<file path="config.mk">
export PLATFORM = sky130hd
export DESIGN_NAME = hyperbus_arbiter
export DESIGN_NICKNAME = d
export VERILOG_FILES = /design/src/rtl/hyperbus_pkg.sv /design/src/rtl/hyperbus_rr_arbiter.sv /design/src/rtl/hyperbus_arbiter.sv
export SDC_FILE = /design/constraint.sdc
export NUM_CORES = 1
export LEC_CHECK = 0
export BUFFER_PORTS_ARGS = -buffer_cell sky130_fd_sc_hd__buf_2
export CAP_MARGIN = 25
export CORE_AREA = 3 3 157 159
export DETAILED_ROUTE_END_ITERATION = 16
export DIE_AREA = 0 0 160 162
export GPL_TIMING_DRIVEN = 0
export SYNTH_ARGS = -nofsm -noshare
export SYNTH_HDL_FRONTEND = slang
export SYNTH_SLANG_ARGS = --single-unit
</file>
<file path="constraint.sdc">
create_clock -name clk -period 4.1 [get_ports clk]
set_input_delay 0.41 -clock clk [delete_from_list [all_inputs] [get_ports clk]]
set_output_delay 0.41 -clock clk [all_outputs]
set_load 0.005 [all_outputs]
</file>
<file path="src/rtl/hyperbus_pkg.sv">
// Shared types and constants for the Hyperbus user-side arbiter.
package hyperbus_pkg;

  // One-hot controller states.
  typedef enum logic [2:0] {
    StIdle   = 3'b001,
    StIssue  = 3'b010,
    StWaitRd = 3'b100
  } state_t;

  // Command encodings carried on we_i.
  localparam logic CMD_READ  = 1'b0;
  localparam logic CMD_WRITE = 1'b1;

  // Default timing parameters.
  localparam int unsigned DEFAULT_GUARD   = 4;
  localparam int unsigned DEFAULT_TIMEOUT = 255;

  // Bits needed to hold a down-counter starting at max_val (at least one).
  function automatic int unsigned cnt_width(int unsigned max_val);
    return (max_val < 2) ? 1 : $clog2(max_val + 1);
  endfunction

endpackage

</file>
<file path="src/rtl/hyperbus_rr_arbiter.sv">
// Rotating-priority picker: search starts just after `last` and wraps.
module hyperbus_rr_arbiter #(
  parameter int unsigned NREQ = 4
) (
  input  logic [NREQ-1:0]         req,
  input  logic [$clog2(NREQ)-1:0] last,
  output logic [NREQ-1:0]         gnt,
  output logic                    valid
);

  int unsigned idx;

  // First active request at or after last+1, modulo NREQ.
  always_comb begin
    gnt   = '0;
    valid = 1'b0;
    idx   = 0;
    for (int unsigned k = 1; k <= NREQ; k++) begin
      idx = (32'(last) + k) % NREQ;
      if (!valid && req[idx]) begin
        gnt[idx] = 1'b1;
        valid    = 1'b1;
      end
    end
  end

endmodule

</file>
<file path="src/rtl/hyperbus_arbiter.sv">
// Round-robin scheduler sharing the Hyperbus FIFO user port among NREQ requesters.
module hyperbus_arbiter
  import hyperbus_pkg::*;
#(
  parameter int unsigned NREQ       = 4,
  parameter int unsigned ADDR_WIDTH = 32,
  parameter int unsigned DATA_WIDTH = 32,
  parameter int unsigned GUARD      = DEFAULT_GUARD,
  parameter int unsigned TIMEOUT    = DEFAULT_TIMEOUT
) (
  input  logic                       clk,
  input  logic                       rst,
  input  logic [NREQ-1:0]            req_i,
  input  logic [NREQ-1:0]            we_i,
  input  logic [NREQ*ADDR_WIDTH-1:0] adr_i,
  input  logic [NREQ*DATA_WIDTH-1:0] dat_i,
  output logic [NREQ-1:0]            gnt_o,
  output logic [NREQ-1:0]            ack_o,
  output logic [NREQ-1:0]            err_o,
  output logic [DATA_WIDTH-1:0]      dat_o,
  output logic                       fifo_rrq,
  output logic                       fifo_wrq,
  output logic [ADDR_WIDTH-1:0]      fifo_adr,
  output logic [DATA_WIDTH-1:0]      fifo_tx_dat,
  input  logic                       fifo_tx_ready,
  input  logic [DATA_WIDTH-1:0]      fifo_rx_dat,
  input  logic                       fifo_rx_valid
);

  localparam int unsigned IW = $clog2(NREQ);
  localparam int unsigned GW = cnt_width(GUARD);
  localparam int unsigned TW = cnt_width(TIMEOUT);

  state_t                state_q, state_d;
  logic [IW-1:0]         last_q, last_d, win_q, win_d;
  logic                  win_we_q, win_we_d;
  logic [GW-1:0]         guard_q, guard_d;
  logic [TW-1:0]         wd_q, wd_d;
  logic [NREQ-1:0]       gnt_q, gnt_d, ack_q, ack_d, err_q, err_d;
  logic [DATA_WIDTH-1:0] dat_q, dat_d, tx_dat_q, tx_dat_d;
  logic [ADDR_WIDTH-1:0] adr_q, adr_d;
  logic                  rrq_q, rrq_d, wrq_q, wrq_d;

  logic [NREQ-1:0]       pick_gnt;
  logic                  pick_valid;
  logic [IW-1:0]         pick_idx;

  hyperbus_rr_arbiter #(
    .NREQ(NREQ)
  ) u_rr (
    .req  (req_i),
    .last (last_q),
    .gnt  (pick_gnt),
    .valid(pick_valid)
  );

  // Encode the one-hot pick into an index.
  always_comb begin
    pick_idx = '0;
    for (int unsigned k = 0; k < NREQ; k++) begin
      if (pick_gnt[k]) pick_idx = IW'(k);
    end
  end

  // Next-state logic; all outputs are registered, so the ISSUE-cycle strobes
  // and the posted-write ack are loaded on the granting edge.
  always_comb begin
    state_d  = state_q;
    last_d   = last_q;
    win_d    = win_q;
    win_we_d = win_we_q;
    guard_d  = (guard_q != '0) ? guard_q - 1'b1 : '0;
    wd_d     = wd_q;
    gnt_d    = gnt_q;
    ack_d    = '0;
    err_d    = '0;
    dat_d    = dat_q;
    tx_dat_d = tx_dat_q;
    adr_d    = adr_q;
    rrq_d    = 1'b0;
    wrq_d    = 1'b0;
    unique case (state_q)
      StIdle: begin
        if (pick_valid && guard_q == '0 && fifo_tx_ready) begin
          win_d    = pick_idx;
          win_we_d = we_i[pick_idx];
          adr_d    = adr_i[pick_idx*ADDR_WIDTH +: ADDR_WIDTH];
          tx_dat_d = dat_i[pick_idx*DATA_WIDTH +: DATA_WIDTH];
          gnt_d    = pick_gnt;
          wrq_d    = (we_i[pick_idx] == CMD_WRITE);
          rrq_d    = (we_i[pick_idx] == CMD_READ);
          ack_d    = (we_i[pick_idx] == CMD_WRITE) ? pick_gnt : '0;
          guard_d  = GW'(GUARD);
          wd_d     = TW'(TIMEOUT);
          state_d  = StIssue;
        end
      end
      StIssue: begin
        if (win_we_q == CMD_WRITE) begin
          gnt_d   = '0;
          last_d  = win_q;
          state_d = StIdle;
        end else begin
          state_d = StWaitRd;
        end
      end
      StWaitRd: begin
        if (fifo_rx_valid) begin
          dat_d   = fifo_rx_dat;
          ack_d   = gnt_q;
          gnt_d   = '0;
          last_d  = win_q;
          state_d = StIdle;
        end else if (TIMEOUT != 0) begin
          if (wd_q <= TW'(1)) begin
            err_d   = gnt_q;
            gnt_d   = '0;
            last_d  = win_q;
            state_d = StIdle;
          end else begin
            wd_d = wd_q - 1'b1;
          end
        end
      end
      default: state_d = StIdle;
    endcase
  end

  // State and output registers; reset abandons any read in flight.
  always_ff @(posedge clk or posedge rst) begin
    if (rst) begin
      state_q  <= StIdle;
      last_q   <= IW'(NREQ - 1);
      win_q    <= '0;
      win_we_q <= 1'b0;
      guard_q  <= '0;
      wd_q     <= '0;
      gnt_q    <= '0;
      ack_q    <= '0;
      err_q    <= '0;
      dat_q    <= '0;
      tx_dat_q <= '0;
      adr_q    <= '0;
      rrq_q    <= 1'b0;
      wrq_q    <= 1'b0;
    end else begin
      state_q  <= state_d;
      last_q   <= last_d;
      win_q    <= win_d;
      win_we_q <= win_we_d;
      guard_q  <= guard_d;
      wd_q     <= wd_d;
      gnt_q    <= gnt_d;
      ack_q    <= ack_d;
      err_q    <= err_d;
      dat_q    <= dat_d;
      tx_dat_q <= tx_dat_d;
      adr_q    <= adr_d;
      rrq_q    <= rrq_d;
      wrq_q    <= wrq_d;
    end
  end

  assign gnt_o       = gnt_q;
  assign ack_o       = ack_q;
  assign err_o       = err_q;
  assign dat_o       = dat_q;
  assign fifo_rrq    = rrq_q;
  assign fifo_wrq    = wrq_q;
  assign fifo_adr    = adr_q;
  assign fifo_tx_dat = tx_dat_q;

endmodule

</file>
==> impl_metrics.py <==
metrics = {
    "global_routing": {
        "track_usage_pct": 24.7,
        "antenna_found_initial": 13,
        "grt_first_pass_wirelength_mm": 49.9,
        "grt_overflow": 0,
        "grt_max_degree": 83,
        "grt_pass1_vias": 8665,
    },
    "place": {
        "io_buffers": 409,
        "placed_area_sq_mm": 0.0102,
        "dp_slack_ns": 0.0515,
        "gp_congestion": 0.934,
        "dp_hpwl_mm": 26.4,
    },
    "synth": {
        "yosys_register_bits": 129,
        "async_flop_share_pct": 100,
        "synthFlopType": "dfrtp_1",
        "synth_nets": 1195,
        "syn_area_sq_mm": 0.00771,
        "yosysSeqAreaShare_pct": 41.9,
        "synth_edf_count": 0,
        "yosysWarnings": 0,
        "ys_types": 56,
        "synth_cells": 883,
        "avgSynthCellArea_sq_um": 8.74,
    },
    "pwr": {
        "p_seq_share_pct": 21.8,
        "combinationalPowerShare_pct": 61.3,
        "pwr-share-clk_pct": 16.9,
        "ir_drop_mv": 0.396,
        "p_per_area_mw_per_mm2": 887,
        "sw_frac_of_total_pct": 47.5,
        "p_int_w": 0.00504,
        "p_leak_nw": 5.27,
        "p_total_w": 0.00960,
        "net-switching-power_w": 0.00456,
    },
    "sta": {
        "skew_ns": 0.0122,
        "rsz0062_at_grt": "no",
        "slew_violations": 0,
        "tns_ns": 0,
        "worst_pin_slew_ns": 0.767,
        "finalSetupViolCount": 0,
        "finalCritPeriodShare_pct": 93.9,
        "layout_min_cycle_time_ns": 3.85,
        "hold_violations": 0,
        "max_slew_margin_pct": 48.7,
        "setup_ws_ns": 0.250,
        "fmax_mhz": 260,
    },
    "clocking": {
        "cts_setup_buffers": 0,
        "cts_buffers": 17,
        "cts_sinks": 129,
        "clock-root-buffer": "clkbuf_16",
        "cts.path.max_buffers": 2,
        "cts-hold-fix-buffers": 0,
        "h-tree-depth": 4,
        "clkTransAtPathRegs_ns": 0.06,
        "cts_tree": "done",
        "clkLatencyLatePin_ns": 0.42,
    },
    "floorplanning": {
        "initial_utilization_pct": 33.0,
        "pin_count": 410,
        "die_h_um": 162,
        "dieArea_sq_mm": 0.0259,
        "die_w_um": 160,
        "core_area_sq_mm": 0.0234,
        "num_rows": 56,
    },
    "detailed_routing": {
        "wirelength_mm": 33.3,
        "drc_errors": 0,
        "wire_per_inst_um": 20.2,
        "drt_iter0_drc": 460,
        "vias": 8662,
        "via_per_inst": 5.26,
        "drt_first_pass_iters": 7,
        "ant_nets": 0,
    },
    "worst_setup_path": {
        "worst_path_dominant_cell_family": "buffers and inverters",
        "crit_type": "register to register",
        "crit_arrival_ns": 4.18,
        "crit_path_frequent_cell": "buf_2",
        "worst_path_largest_cell_delay_ns": 0.59,
        "worst_setup_path_end_kind": "register",
        "cp_num_buf_inv": 5,
        "crit_path_start_kind": "register",
        "critical_path_required_ns": 4.43,
        "path_max_fanout": 10,
        "crit_slowest_cell": "dfstp_2",
        "path_cells": "buf_6 > inv_1 > ha_1 > mux4_2 > a221o_1 > a221oi_1 > buf_2 > or2_1 > buf_4 > buf_2 > o211ai_1 > o21ai_0",
    },
    "layout": {
        "final_area_sq_mm": 0.0108,
        "final_layout_size_suffix_gt1_share_pct": 39.7,
        "layout_commonest_cell": "buf_2",
        "post-route-util_pct": 46.3,
        "nets": 1623,
        "area_delta_synth_final_pct": 40.3,
        "mostFrequentLayoutCells": "buf_2, nand2_1, dfrtp_1, o21ai_0, clkbuf_1",
    },
    "job": {
        "cap_violations": 0,
    },
    "min_path": {
        "hold_path_class": "primary input to asynchronous set/reset pin",
    },
    "run_status": {
        "status": "completed",
    },
}
-- flip-flops by register name, summed over array words and instances (netlist names) --
| name | cells |
|---|---|
| dat_o | 32 |
| fifo_adr | 32 |
| fifo_tx_dat | 32 |
| wd_q | 8 |
| ack_o | 4 |
| err_o | 4 |
| gnt_o | 4 |
| guard_q | 3 |
| state_q | 3 |
| last_q | 2 |
| win_q | 2 |
| fifo_rrq | 1 |
| fifo_wrq | 1 |
| win_we_q | 1 |
-- power by group through the flow --
stage / clock (W) / sequential, W / combinational, W
3_5_place_dp: 0 / 0.00211 / 0.00589
2_1_floorplan: 0 / 0.00212 / 0.00375
3_3_place_gp: 0 / 0.00210 / 0.00584
4_1_cts: 0.00166 / 0.00209 / 0.00590
5_1_grt: 0.00171 / 0.00216 / 0.00647
6_report: 0.00162 / 0.00209 / 0.00589
-- cell usage after synthesis (5+ instances only) --
cell / number / area share [%]
buf_4: 5 / 0.49
nand2b_1: 9 / 0.73
dfrtp_1: 126 / 41
a2111oi_2: 7 / 1.4
nor2_1: 15 / 0.73
nand4_1: 5 / 0.41
ha_1: 12 / 1.9
a211oi_1: 42 / 4.1
a2bb2oi_1: 41 / 4.7
and3_1: 42 / 3.4
nand2_1: 158 / 7.7
a2111oi_0: 16 / 1.8
xor2_1: 5 / 0.57
o21ai_0: 87 / 5.6
a31o_2: 23 / 2.6
o21ai_1: 23 / 1.5
buf_2: 28 / 1.8
o211ai_1: 25 / 2.4
inv_1: 31 / 1.5
a21oi_1: 31 / 2.0
a221o_1: 5 / 0.65
o22ai_1: 27 / 2.2
and2_1: 9 / 0.73
nor2b_1: 6 / 0.49
clkbuf_1: 49 / 2.4
-- layout make-up --
class	instances	area, sq um
clock buffers	20	467
plain buffers	87	404
well taps	319	399
flip-flops and latches	129	3230
diodes	4	10.0
repair buffers	410	2070
fillers	2463	12600
multi-input cells	634	3960
inverters	32	125
clock inverters	11	153
-- per-layer routing --
metal	up-vias	GRT usage (%)	part of all wire [%]
li1	4112	-	-
met1	4087	29.2	40
met2	374	43.2	50
met3	73	6.30	6.9
met4	16	9.47	3.4
met5	-	0	0.35
-- through the flow --
step           cells  hold slack, ns
2_1_floorplan    883           0.424
5_1_grt         1644          0.0551
6_report        1646          0.0287
3_3_place_gp    1611           0.447
4_1_cts         1643          0.0464
3_5_place_dp    1612           0.449
-- worst paths after layout --
path	from	endpoint	slack, ns	cells after the start
max	last_q[0]	fifo_adr[30]	0.25	12
min	rst	dat_o[14]	0.03	2
max reg2reg	last_q[0]	fifo_adr[30]	0.25	12
min reg2reg	dat_o[25]	dat_o[25]	0.47	2
max in group asynchronous	rst	last_q[0]	3.24	3
min in group clk	fifo_rx_dat[25]	dat_o[25]	0.19	3
-- logic make-up after synthesis --
kind of cell             count (synthesis)  synth area share, %
AO/OA/AOI/OAI                          343                 30.8
adder cells (fa/ha/maj)                 12                 1.95
buffers and inverters                  120                 6.83
multiplexers                            11                 2.14
XOR/XNOR                                 5                0.568
AND/OR/NAND/NOR                        263                 15.8
flip-flops                             129                 41.9
-- repair_timing --
action                                  4_1_cts  5_1_grt
resized for setup                             0        2
endpoints found under the hold margin         0        0
endpoints found under the setup margin        0       38
Power figures use the tool's default switching activity.
